### src/rtl/mem_if.sv
// mem_if: converts single-cycle load/store requests from the control FSM into a
// word-aligned bus transaction with byte-lane enables, waits for the bus
// acknowledge and returns LSB-aligned, zero-extended read data.
//
// Ports
//   clk_i, reset_i          clock, synchronous active-high reset
//   rd_enable_i/size/addr   read request (one-cycle pulse)
//   wr_enable_i/size/addr   write request (one-cycle pulse)
//   wr_data_i               store data, LSB-aligned
//   rd_data_o               last successful read result, zero-extended
//   busy_o                  transaction in flight (halts control)
//   error_o                 sticky error, cleared only by reset
//   bus_*                   word-addressed bus with byte enables and ack/err
//
// State table
//   state | meaning
//   IDLE  | waiting for a request
//   BUSY  | bus request outstanding, waiting for ack or timeout
//   ERROR | misalignment, protocol violation, bus error or timeout; absorbing

package mem_if_pkg;
   typedef enum logic [1:0] {
      MEM_BYTE = 2'd0,
      MEM_HALF = 2'd1,
      MEM_WORD = 2'd2
   } mem_access_size_t;
endpackage

module mem_if
   import mem_if_pkg::*;
#(
   parameter int unsigned TIMEOUT_CYCLES = 255
) (
   input  logic              clk_i,
   input  logic              reset_i,
   input  logic              rd_enable_i,
   input  mem_access_size_t  rd_size_i,
   input  logic [31:0]       rd_addr_i,
   input  logic              wr_enable_i,
   input  mem_access_size_t  wr_size_i,
   input  logic [31:0]       wr_addr_i,
   input  logic [31:0]       wr_data_i,
   output logic [31:0]       rd_data_o,
   output logic              busy_o,
   output logic              error_o,
   output logic              bus_req_o,
   output logic              bus_we_o,
   output logic [31:0]       bus_addr_o,
   output logic [3:0]        bus_be_o,
   output logic [31:0]       bus_wdata_o,
   input  logic [31:0]       bus_rdata_i,
   input  logic              bus_ack_i,
   input  logic              bus_err_i
);

   localparam int unsigned CNT_W = $clog2(TIMEOUT_CYCLES + 1);

   typedef enum logic [1:0] {
      IDLE  = 2'd0,
      BUSY  = 2'd1,
      ERROR = 2'd2
   } state_t;

   state_t state_q, state_d;

   logic [CNT_W-1:0]  cnt_q;
   logic [1:0]        off_q;
   mem_access_size_t  size_q;
   logic              we_q;
   logic [31:0]       addr_q;
   logic [3:0]        be_q;
   logic [31:0]       wdata_q;
   logic [31:0]       rd_data_q;

   logic              req_rd, req_wr, req_both;
   mem_access_size_t  req_size;
   logic [31:0]       req_addr;
   logic [1:0]        req_off;
   logic              req_misaligned;
   logic [3:0]        req_be;
   logic [31:0]       req_lane_mask;
   logic [31:0]       req_wdata;
   logic              accept;
   logic              timeout_hit;
   logic [31:0]       rdata_shift;
   logic [31:0]       rdata_ext;

   // Request decode: only one enable may be high for a legal request.
   assign req_rd   = rd_enable_i & ~wr_enable_i;
   assign req_wr   = wr_enable_i & ~rd_enable_i;
   assign req_both = rd_enable_i & wr_enable_i;
   assign req_size = req_wr ? wr_size_i : rd_size_i;
   assign req_addr = req_wr ? wr_addr_i : rd_addr_i;
   assign req_off  = req_addr[1:0];

   always_comb begin
      req_misaligned = 1'b0;
      req_be         = 4'b0000;
      case (req_size)
         MEM_BYTE: req_be = 4'b0001 << req_off;
         MEM_HALF: begin
            req_be         = 4'b0011 << req_off;
            req_misaligned = req_off[0];
         end
         MEM_WORD: begin
            req_be         = 4'b1111;
            req_misaligned = (req_off != 2'b00);
         end
         default: req_misaligned = 1'b1;
      endcase
   end

   assign req_lane_mask = {{8{req_be[3]}}, {8{req_be[2]}}, {8{req_be[1]}}, {8{req_be[0]}}};
   assign req_wdata     = (wr_data_i << {req_off, 3'b000}) & req_lane_mask;
   assign accept        = (state_q == IDLE) & (req_rd | req_wr) & ~req_misaligned;

   // Counter holds the number of completed BUSY cycles; the last permitted
   // cycle is the one where it equals TIMEOUT_CYCLES-1.
   assign timeout_hit = (cnt_q == CNT_W'(TIMEOUT_CYCLES - 1));

   always_comb begin
      state_d = state_q;
      case (state_q)
         IDLE: begin
            if (req_both)
               state_d = ERROR;
            else if (req_rd | req_wr)
               state_d = req_misaligned ? ERROR : BUSY;
         end
         BUSY: begin
            // An ack in the timeout cycle takes priority over the timeout.
            if (bus_ack_i)
               state_d = bus_err_i ? ERROR : IDLE;
            else if (timeout_hit)
               state_d = ERROR;
         end
         ERROR:   state_d = ERROR;
         default: state_d = ERROR;
      endcase
   end

   assign rdata_shift = bus_rdata_i >> {off_q, 3'b000};

   always_comb begin
      rdata_ext = rdata_shift;
      case (size_q)
         MEM_BYTE: rdata_ext = {24'h0, rdata_shift[7:0]};
         MEM_HALF: rdata_ext = {16'h0, rdata_shift[15:0]};
         default:  rdata_ext = rdata_shift;
      endcase
   end

   always_ff @(posedge clk_i) begin
      if (reset_i) begin
         state_q   <= IDLE;
         cnt_q     <= '0;
         off_q     <= 2'b00;
         size_q    <= MEM_BYTE;
         we_q      <= 1'b0;
         addr_q    <= 32'h0;
         be_q      <= 4'h0;
         wdata_q   <= 32'h0;
         rd_data_q <= 32'h0;
      end else begin
         state_q <= state_d;
         if (accept) begin
            cnt_q   <= '0;
            off_q   <= req_off;
            size_q  <= req_size;
            we_q    <= req_wr;
            addr_q  <= {req_addr[31:2], 2'b00};
            be_q    <= req_be;
            wdata_q <= req_wr ? req_wdata : 32'h0;
         end else if (state_q == BUSY) begin
            cnt_q <= cnt_q + 1'b1;
         end
         if ((state_q == BUSY) && bus_ack_i && !bus_err_i && !we_q)
            rd_data_q <= rdata_ext;
      end
   end

   assign rd_data_o   = rd_data_q;
   assign busy_o      = (state_q == BUSY);
   assign bus_req_o   = (state_q == BUSY);
   assign error_o     = (state_q == ERROR);
   assign bus_we_o    = we_q;
   assign bus_addr_o  = addr_q;
   assign bus_be_o    = be_q;
   assign bus_wdata_o = wdata_q;

endmodule
### config.mk
export PLATFORM = sky130hd
export DESIGN_NAME = mem_if
export DESIGN_NICKNAME = d
export VERILOG_FILES = /design/src/rtl/mem_if.sv
export SDC_FILE = /design/constraint.sdc
export NUM_CORES = 1
export LEC_CHECK = 0
export ABC_AREA = 1
export CAP_MARGIN = 40
export CORE_MARGIN = 3
export CORE_UTILIZATION = 48
export DETAILED_ROUTE_END_ITERATION = 8
export GPL_TIMING_DRIVEN = 0
export PLACE_DENSITY = 0.86
export REMOVE_ABC_BUFFERS = 1
export SLEW_MARGIN = 40
export SYNTH_ARGS = -nofsm -noshare
export SYNTH_HDL_FRONTEND = slang
export SYNTH_SLANG_ARGS = --single-unit
### constraint.sdc
create_clock -name clk_i -period 4.5 [get_ports clk_i]
set_input_delay 0.9 -clock clk_i [delete_from_list [all_inputs] [get_ports clk_i]]
set_output_delay 0.9 -clock clk_i [all_outputs]
set_load 0.005 [all_outputs]
==> impl_metrics.env, run 1 <==
export IMPL_status="finished, final reports clean"
export IMPL_num_rows=41
export IMPL_period_needed_ns=4.120
export IMPL_route_detailed_drc=0
export IMPL_ys_ff_latch=113
export IMPL_synth_cell_type_count=30
export IMPL_synth_area_leaders="dfxtp_1 (36%), nand2_1 (23%), nor2_1 (8.4%), inv_1 (6.7%), nand3_1 (5.4%)"
export IMPL_grtUsageTotal_pct=26.73
export IMPL_grt_pass1_vias=6358
export IMPL_nets=1388
export IMPL_cap_viol_max_count=0
export IMPL_crit_slowest_cell="o21ai_4"
export IMPL_slew_violations=0
export IMPL_place_ws_ns=-0.1589
export IMPL_syn_area_um2=6265
export IMPL_clock_fmax_mhz=242.7
export IMPL_hold_viol_final=0
export IMPL_cts_tree="yes"
export IMPL_instances_no_fill=1431
export IMPL_vias_per_cell=4.910
export IMPL_end_kind="register"
export IMPL_worst_path_max_fanout=27
export IMPL_grt_pass1_wl_um=30950
export IMPL_synth_top_area_share_pct=36.11
export IMPL_power_total_mw=3.248
export IMPL_grt_overflow=0
export IMPL_clock_sinks=113
export IMPL_critPathLaunchType="input pin"
export IMPL_drive_above_1_share_pct=6.195
export IMPL_post_route_period_util_pct=91.56
export IMPL_multiInputGateArea_um2=3316
export IMPL_worstMarginPinSlew_ns=0.8109
export IMPL_seq_area_um2=2265
export IMPL_skew_ns=0.004751
export IMPL_vias=7026
export IMPL_syn_inst=1036
export IMPL_path_cells="clkdlybuf4s50_1, inv_1, ha_4, buf_16, o21ai_4, nand2_1, nand2_1, nand4_1, buf_4, buf_6, buf_4, buf_4, buf_6, nand2_1, nand2_1, nor2_1"
export IMPL_peakVddDrop_mv=0.2658
export IMPL_seq_area_frac_synth_pct=36.11
export IMPL_crit_top_cell="nand2_1"
export IMPL_worstPathArrival_ns=4.48
export IMPL_post_cts_resized=0
export IMPL_insertion_delay_ns=0.42
export IMPL_synth_top_cell_by_area="dfxtp_1"
export IMPL_drt_initial_drc_count=605
export IMPL_required_ns=4.86
export IMPL_synth_warnings=0
export IMPL_die_h_um=120.2
export IMPL_crit_family="buffers and inverters"
export IMPL_setup_slack_ns=0.3798
export IMPL_ant_nets=0
export IMPL_areaGrowthSynthToFinish_pct=49.69
export IMPL_fin_tns_setup_ns=0
export IMPL_slew_headroom_pct=45.93
export IMPL_path_clk_slew_ns=0.05
export IMPL_diodes=0
export IMPL_ctsHoldBuffers=0
export IMPL_max_stage_delay_ns=0.59
export IMPL_hold_path_class="register to register"
export IMPL_critical_path_class="input pin to register"
export IMPL_h_tree_depth=4
export IMPL_cts_buffer_depth=2
export IMPL_die_w_um=120.2
export IMPL_die_area_um2=14460
export IMPL_powerDensity_nw_per_um2=346.3
export IMPL_core_area_um2=12670
export IMPL_gp_congestion=0.8808
export IMPL_grt_max_degree=52
export IMPL_setup_violations_final=0
export IMPL_dr_pass1_iters=7
export IMPL_rsz0062_at_grt="false"
export IMPL_num_fill_cells=1036
export IMPL_routedWlPerCell_um=13.58
export IMPL_start_util_pct=49.44
export IMPL_critPathBufInv=8
export IMPL_cts_root_buf="clkbuf_16"
export IMPL_placed_cells=1399
export IMPL_antenna_found_initial=0
export IMPL_hpwl_um=13650
export IMPL_leakage_nw=4.388
export IMPL_routed_wl_um=19430
export IMPL_avgSynthCellArea_um2=6.047
export IMPL_io_pins=242
export IMPL_cts_setup_buffers=0
export IMPL_numPortBuffers=239
export IMPL_numCtsBuffers=17
-- layout by cell type, fill, tap and decap left out, types with 4 or more instances in the layout --
cell type,count
clkbuf_16,17
nand2_1,378
nor3_1,4
clkbuf_8,4
nand4_1,14
o21ai_0,45
nor2_1,137
nand3_2,10
a211oi_1,5
buf_4,8
nand3_1,67
inv_1,109
a21oi_1,53
clkinv_2,7
dfxtp_1,111
clkdlybuf4s50_1,238
o211ai_1,8
-- cell type report --
class	count	area share (%)
multi-input cells	747	35.36
flip-flops and latches	113	24.15
repair buffers	252	26.96
clock inverters	11	1.428
clock buffers	21	5.123
well taps	172	2.295
inverters	115	4.683
-- routing by layer --
layer / vias to the layer above / global-route usage, % / part of all wire [%]
li1: 3627 / - / -
met1: 3122 / 31.63 / 41
met2: 236 / 45.35 / 49
met3: 41 / 8.419 / 7.7
met4: 0 / 10.34 / 2.7
met5: - / 0 / 0
-- logic make-up (layout without fill, tap and decap cells) --
family,Yosys count,in the layout,synth area share [%]
other,1,2,0.05986
AO/OA/AOI/OAI,116,116,10.03
XOR/XNOR,5,5,0.6991
adder cells (fa/ha/maj),4,4,0.7989
AND/OR/NAND/NOR,620,620,40.52
buffers and inverters,177,399,11.78
flip-flops,113,113,36.11
-- worst register-to-register path: stages, from the launching register on --
cell     delay [ns]
dfxtp_1        0.30
inv_1          0.08
nand2_1        0.13
nor3_2         0.61
nand2_2        0.52
a21oi_2        0.59
nand2_1        0.13
a21oi_1        0.15
-- where the power goes --
part	total (mW)	internal, mW	switching [mW]	leakage (nW)
Clock	1.40	0.922	0.475	0.312
Combinational	0.737	0.348	0.389	3.16
Sequential	1.11	1.06	0.0501	0.918
Total	3.25	2.33	0.914	4.39
-- worst paths after layout --
path | from | endpoint | slack, ns | cells after the start
hold / removal | bus_wdata_o[21] | bus_wdata_o[21] | 0.46 | 2
hold reg to reg | bus_wdata_o[21] | bus_wdata_o[21] | 0.46 | 2
setup / recovery | rd_enable_i | bus_addr_o[8] | 0.38 | 16
setup reg to reg | state_q[1] | rd_data_o[10] | 1.93 | 7
-- metrics by stage --
stage / hold WS, ns / utilization [%] / cell area, um2
3_3_place_gp: 0.4510 / 67.63 / 8569
6_report: 0.4586 / 74.01 / 9378
2_1_floorplan: 0.4557 / - / 5962
5_1_grt: 0.4793 / 74.01 / 9378
3_5_place_dp: 0.4558 / 69.00 / 8743
4_1_cts: 0.4632 / 73.85 / 9358
-- synthesized netlist by cell type, drive strengths merged --
| cell type | number |
|---|---|
| nor3 | 5 |
| o211ai | 8 |
| dfxtp | 113 |
| clkinv | 2 |
| xor2 | 3 |
| nor2 | 141 |
| conb | 1 |
| o21ai | 49 |
| nand2 | 382 |
| nand4 | 14 |
| buf | 23 |
| nand3 | 77 |
| a21oi | 54 |
| xnor2 | 2 |
| inv | 113 |
| a211oi | 5 |
| clkbuf | 39 |
| ha | 4 |
| or2 | 1 |
-- registers in the layout (all words and copies together) (netlist names) --
name         count
bus_wdata_o     32
rd_data_o       32
bus_addr_o      30
cnt_q            8
bus_be_o         4
off_q            2
size_q           2
state_q          2
bus_we_o         1
Note: power is estimated with default switching activity, not from simulation.
==> run 2, diff against run 1 <==
--- a/config.mk
+++ b/config.mk
@@ -9,6 +9,7 @@
 export CAP_MARGIN = 40
 export CORE_MARGIN = 3
 export CORE_UTILIZATION = 48
+export CTS_BUF_LIST = sky130_fd_sc_hd__clkbuf_16
 export DETAILED_ROUTE_END_ITERATION = 8
 export GPL_TIMING_DRIVEN = 0
 export PLACE_DENSITY = 0.86
==> run 2 against run 1 <==
  * Die area is the same
  * Critical path depth is the same
  * Combinational power is essentially flat
  * Cell area shrank 0.43%
  * Sequential power is essentially flat
  * Highest routed layer unchanged
  * Via count grew 0.48%
  * Setup slack gained 0.044 ns
  * Sequential share of layout area grew 0.10 points
  * Cell count is the same
==> impl_metrics.env, run 2 (synthesis gave the netlist of run 1 again) <==
export IMPL_switchingPower_uw=903.6
export IMPL_grt_pass1_vias=6301
export IMPL_grt_pass1_wl_um=30660
export IMPL_worstPathArrival_ns=4.43
export IMPL_critPathLaunchType="input pin"
export IMPL_reg2reg_from="state_q[1]"
export IMPL_sequentialPowerShare_pct=35.1
export IMPL_ctsHoldBuffers=0
export IMPL_layout_common_cells="nand2_1 (378), clkdlybuf4s50_1 (238), nor2_1 (137)"
export IMPL_reg2reg_to="rd_data_o[10]"
export IMPL_routed_wl_um=19290
export IMPL_drive_above_1_share_pct=5.878
export IMPL_reg2reg_slack_ns=1.97
export IMPL_status="finished, final reports clean"
export IMPL_layout_commonest_cell="nand2_1"
export IMPL_route_detailed_drc=0
export IMPL_path_clk_slew_ns=0.05
export IMPL_vias=7060
export IMPL_ant_nets=0
export IMPL_hpwl_um=13650
export IMPL_peakVddDrop_mv=0.2666
export IMPL_dr_pass1_iters=7
export IMPL_clock_fmax_mhz=245.4
export IMPL_h_tree_depth=4
export IMPL_core_area_um2=12670
export IMPL_die_w_um=120.2
export IMPL_cts_buffer_depth=2
export IMPL_clock_sinks=113
export IMPL_num_rows=41
export IMPL_areaGrowthSynthToFinish_pct=49.05
export IMPL_swShare_pct=28.52
export IMPL_die_h_um=120.2
export IMPL_end_kind="register"
export IMPL_die_area_um2=14460
export IMPL_clockPowerShare_pct=41.7
export IMPL_rsz0062_at_grt="false"
export IMPL_grt_max_degree=52
export IMPL_critical_path_class="input pin to register"
export IMPL_hold_path_class="register to register"
export IMPL_required_ns=4.86
export IMPL_cts_root_buf="clkbuf_16"
export IMPL_cap_viol_max_count=0
export IMPL_routedWlPerCell_um=13.48
export IMPL_gp_congestion=0.8808
export IMPL_insertion_delay_ns=0.42
export IMPL_diodes=0
export IMPL_cts_setup_buffers=0
export IMPL_slew_headroom_pct=45.25
export IMPL_grt_overflow=0
export IMPL_post_route_period_util_pct=90.57
export IMPL_num_fill_cells=1047
export IMPL_worst_path_max_fanout=27
export IMPL_post_cts_resized=0
export IMPL_hold_path_depth=2
export IMPL_worstMarginPinSlew_ns=0.8211
export IMPL_min_from="bus_wdata_o[21]"
export IMPL_fin_tns_setup_ns=0
export IMPL_hold_viol_final=0
export IMPL_powerDensity_nw_per_um2=339.3
export IMPL_internal_power_mw=2.265
export IMPL_skew_ns=0.003769
export IMPL_p_comb_share_pct=23.2
export IMPL_vias_per_cell=4.934
export IMPL_antenna_found_initial=0
export IMPL_slew_violations=0
export IMPL_nets=1388
export IMPL_setup_violations_final=0
export IMPL_drt_initial_drc_count=549
export IMPL_io_pins=242
export IMPL_leakage_nw=4.365
export IMPL_period_needed_ns=4.076
export IMPL_numPortBuffers=239
export IMPL_ff2ff_path_depth=7
export IMPL_start_util_pct=49.44
export IMPL_hold_end="bus_wdata_o[21]"
export IMPL_grtUsageTotal_pct=26.47
export IMPL_numCtsBuffers=17
export IMPL_cts_tree="yes"
export IMPL_power_total_mw=3.168
run 2: layout make-up:
class	count	area, um2	area share (%)
well taps	172	215.2	2.305
flip-flops and latches	113	2265	24.25
clock inverters	15	148.9	1.595
multi-input cells	747	3316	35.51
clock buffers	17	425.4	4.556
repair buffers	252	2529	27.08
inverters	115	439.2	4.703
run 2: stage by stage:
step / worst slack, ns / util (%) / hold slack (ns) / cell area, um2 / cells
floorplan: -3.244 / - / 0.4557 / 5962 / 975
global placement: -7.173 / 67.63 / 0.4510 / 8569 / 1386
detailed placement: -0.1589 / 69.00 / 0.4558 / 8743 / 1399
CTS: 0.2546 / 73.54 / 0.4632 / 9318 / 1431
global route: 0.1261 / 73.69 / 0.4793 / 9338 / 1431
finish: 0.4242 / 73.69 / 0.4579 / 9338 / 1431
run 2: worst max-delay path by stage:
stage | startpoint | to | slack (ns) | cells past startpoint
2_1_floorplan | rd_enable_i | bus_wdata_o[16] | -3.24 | 10
3_3_place_gp | rd_enable_i | bus_wdata_o[25] | -7.17 | 11
3_5_place_dp | rd_enable_i | bus_addr_o[8] | -0.16 | 16
4_1_cts | rd_enable_i | bus_addr_o[8] | 0.25 | 16
5_1_grt | rd_enable_i | bus_addr_o[27] | 0.13 | 17
6_report | rd_enable_i | bus_addr_o[8] | 0.42 | 16
run 2: worst max-delay path, cell delays in order:
cell,delay [ns]
clkdlybuf4s50_1,0.49
inv_1,0.08
ha_4,0.26
buf_16,0.21
o21ai_4,0.58
nand2_1,0.30
nand2_1,0.17
nand4_1,0.26
buf_4,0.28
buf_6,0.14
buf_4,0.19
buf_4,0.20
buf_6,0.16
nand2_1,0.06
nand2_1,0.05
nor2_1,0.08
run 2: power groups by stage:
stage / registers [mW] / logic, mW / clock network, mW
floorplan: 1.13 / 0.383 / 0
global placement: 1.13 / 0.726 / 0
detailed placement: 1.13 / 0.728 / 0
CTS: 1.11 / 0.734 / 1.33
global route: 1.12 / 0.821 / 1.39
finish: 1.11 / 0.734 / 1.32
run 2: routing by layer:
layer  vias to the layer above  wire length, um  global-route usage [%]  share of wire, %
li1                       3624                -                       -                 -
met1                      3138             7774                   31.13                40
met2                       257             9392                   45.21                49
met3                        41             1586                   8.279               8.2
met4                         0              540                   10.20               2.8
met5                         -                0                       0                 0
==> run 3, diff against run 2 <==
--- a/config.mk
+++ b/config.mk
@@ -7,7 +7,6 @@
 export LEC_CHECK = 0
 export ABC_AREA = 1
 export CAP_MARGIN = 40
-export CORE_MARGIN = 3
 export CORE_UTILIZATION = 48
 export CTS_BUF_LIST = sky130_fd_sc_hd__clkbuf_16
 export DETAILED_ROUTE_END_ITERATION = 8
==> run 3 against run 2 <==
  * Register-to-register slack got worse by 0.02 ns
  * Via count is 2.2% higher
  * Sequential power about the same
  * Cell count did not move
  * Setup slack worse by 0.071 ns
  * Global-route usage up 2.8 points
  * Critical endpoint is now bus_wdata_o[9]
==> impl_metrics.env, run 3 (synthesis gave the netlist of run 1 again) <==
export IMPL_rsz0062_at_grt="false"
export IMPL_min_from="bus_wdata_o[29]"
export IMPL_layout_common_cells="nand2_1 (378), clkdlybuf4s50_1 (238), nor2_1 (138)"
export IMPL_nets=1388
export IMPL_layout_commonest_cell="nand2_1"
export IMPL_ctsHoldBuffers=0
export IMPL_internal_power_mw=2.144
export IMPL_gp_congestion=0.8644
export IMPL_dr_pass1_iters=5
export IMPL_sequentialPowerShare_pct=36.6
export IMPL_die_h_um=116.2
export IMPL_required_ns=4.86
export IMPL_routed_wl_um=19190
export IMPL_insertion_delay_ns=0.42
export IMPL_worstMarginPinSlew_ns=0.8504
export IMPL_powerDensity_nw_per_um2=327.3
export IMPL_skew_ns=0.009243
export IMPL_setup_violations_final=0
export IMPL_grtUsageTotal_pct=29.29
export IMPL_p_comb_share_pct=24.5
export IMPL_path_clk_slew_ns=0.05
export IMPL_route_detailed_drc=0
export IMPL_vias=7218
export IMPL_post_route_period_util_pct=92.14
export IMPL_worst_path_max_fanout=41
export IMPL_drt_initial_drc_count=496
export IMPL_ant_nets=0
export IMPL_max_stage_delay_ns=0.50
export IMPL_numPortBuffers=239
export IMPL_grt_overflow=0
export IMPL_ff2ff_path_depth=7
export IMPL_worstPathArrival_ns=4.51
export IMPL_hold_path_class="register to register"
export IMPL_cts_tree="yes"
export IMPL_switchingPower_uw=895.1
export IMPL_clockPowerShare_pct=38.9
export IMPL_setup_slack_ns=0.3537
export IMPL_reg2reg_slack_ns=1.95
export IMPL_routedWlPerCell_um=13.41
export IMPL_hold_end="bus_wdata_o[29]"
export IMPL_path_cells="clkdlybuf4s50_1, inv_1, ha_4, buf_12, inv_6, nand2_1, nand2_2, nand2_1, nand2_1, nand4_1, buf_4, buf_6, buf_6, buf_4, buf_6, nor2_1, nand2_1, nand2_1"
export IMPL_slew_violations=0
export IMPL_leakage_nw=4.353
export IMPL_antenna_found_initial=0
export IMPL_cts_root_buf="clkbuf_16"
export IMPL_die_area_um2=13510
export IMPL_slew_headroom_pct=43.10
export IMPL_crit_top_cell="nand2_1"
export IMPL_core_area_um2=12670
export IMPL_hpwl_um=13430
export IMPL_grt_pass1_vias=6793
export IMPL_drive_above_1_share_pct=5.322
export IMPL_place_ws_ns=-0.2712
export IMPL_reg2reg_from="state_q[1]"
export IMPL_num_rows=41
export IMPL_cts_buffer_depth=2
export IMPL_crit_slowest_cell="clkdlybuf4s50_1"
export IMPL_grt_max_degree=77
export IMPL_hold_path_depth=2
export IMPL_holdWs_ns=0.4603
export IMPL_h_tree_depth=4
export IMPL_clock_sinks=113
export IMPL_clock_fmax_mhz=241.2
export IMPL_start_util_pct=49.44
export IMPL_diodes=0
export IMPL_grt_pass1_wl_um=31090
export IMPL_critPathLaunchType="input pin"
export IMPL_reg2reg_to="rd_data_o[9]"
export IMPL_cap_viol_max_count=0
export IMPL_end_kind="register"
export IMPL_vias_per_cell=5.044
export IMPL_die_w_um=116.2
export IMPL_numCtsBuffers=17
export IMPL_utilization_pct=73.27
export IMPL_io_pins=242
export IMPL_hold_viol_final=0
export IMPL_cts_setup_buffers=0
export IMPL_critical_path_class="input pin to register"
export IMPL_period_needed_ns=4.146
export IMPL_crit_start="rd_enable_i"
export IMPL_peakVddDrop_mv=0.2632
export IMPL_swShare_pct=29.45
export IMPL_status="finished, final reports clean"
export IMPL_areaGrowthSynthToFinish_pct=48.19
## run 3: cell types whose count changed in the layout (fill, tap and decap cells not counted), sizes merged
cell,delta
inv,+5
clkinv,-3
bufinv,-2
## run 3: repair_timing
item                                    4_1_cts  5_1_grt
resized for setup                             0        2
hold endpoints to repair                      0        0
endpoints found under the setup margin        0       27
## run 3: metal layers
layer	part of all wire (%)	global-route usage [%]	routed length, um
met1	40	33.12	7649
met2	49	50.30	9402
met3	7.3	8.199	1401
met4	3.8	15.13	735
met5	0	0	0
## run 3: power groups by stage
stage / logic [mW] / clock network, mW / registers (mW)
4_1_cts: 0.742 / 1.20 / 1.11
5_1_grt: 0.832 / 1.25 / 1.12
6_report: 0.743 / 1.18 / 1.11
2_1_floorplan: 0.383 / 0 / 1.13
3_3_place_gp: 0.726 / 0 / 1.13
3_5_place_dp: 0.734 / 0 / 1.13
## run 3: worst max-delay path by stage
stage | end | slack [ns] | cells after the start
finish | bus_wdata_o[9] | 0.35 | 18
global route | bus_wdata_o[13] | 0.04 | 18
CTS | bus_wdata_o[9] | 0.15 | 17
detailed placement | bus_wdata_o[9] | -0.27 | 17
global placement | bus_wdata_o[24] | -7.21 | 11
floorplan | bus_wdata_o[16] | -3.24 | 10
## run 3: area by class of cell
class / instances / area (um2)
Timing Repair Buffer: 252 / 2536
Sequential cell: 113 / 2265
Tap cell: 172 / 215.2
Inverter: 115 / 441.7
Multi-Input combinational cell: 747 / 3313
Clock inverter: 15 / 87.58
Fill cell: 1034 / 3387
Clock buffer: 17 / 425.4
## run 3: per-stage QoR
stage | power [mW] | TNS, ns | cell area, um2 | std cells
finish | 3.039 | 0 | 9284 | 1431
global route | 3.197 | 0 | 9284 | 1431
CTS | 3.051 | 0 | 9264 | 1431
detailed placement | 1.865 | -4.195 | 8751 | 1399
global placement | 1.855 | -528.05 | 8569 | 1386
floorplan | 1.511 | -229.52 | 5962 | 975
## run 3: critical path: cells and delay by family
| family | cells | cell delay [ns] |
|---|---|---|
| buffers and inverters | 9 | 1.95 |
| AND/OR/NAND/NOR | 8 | 1.34 |
| adder cells (fa/ha/maj) | 1 | 0.25 |
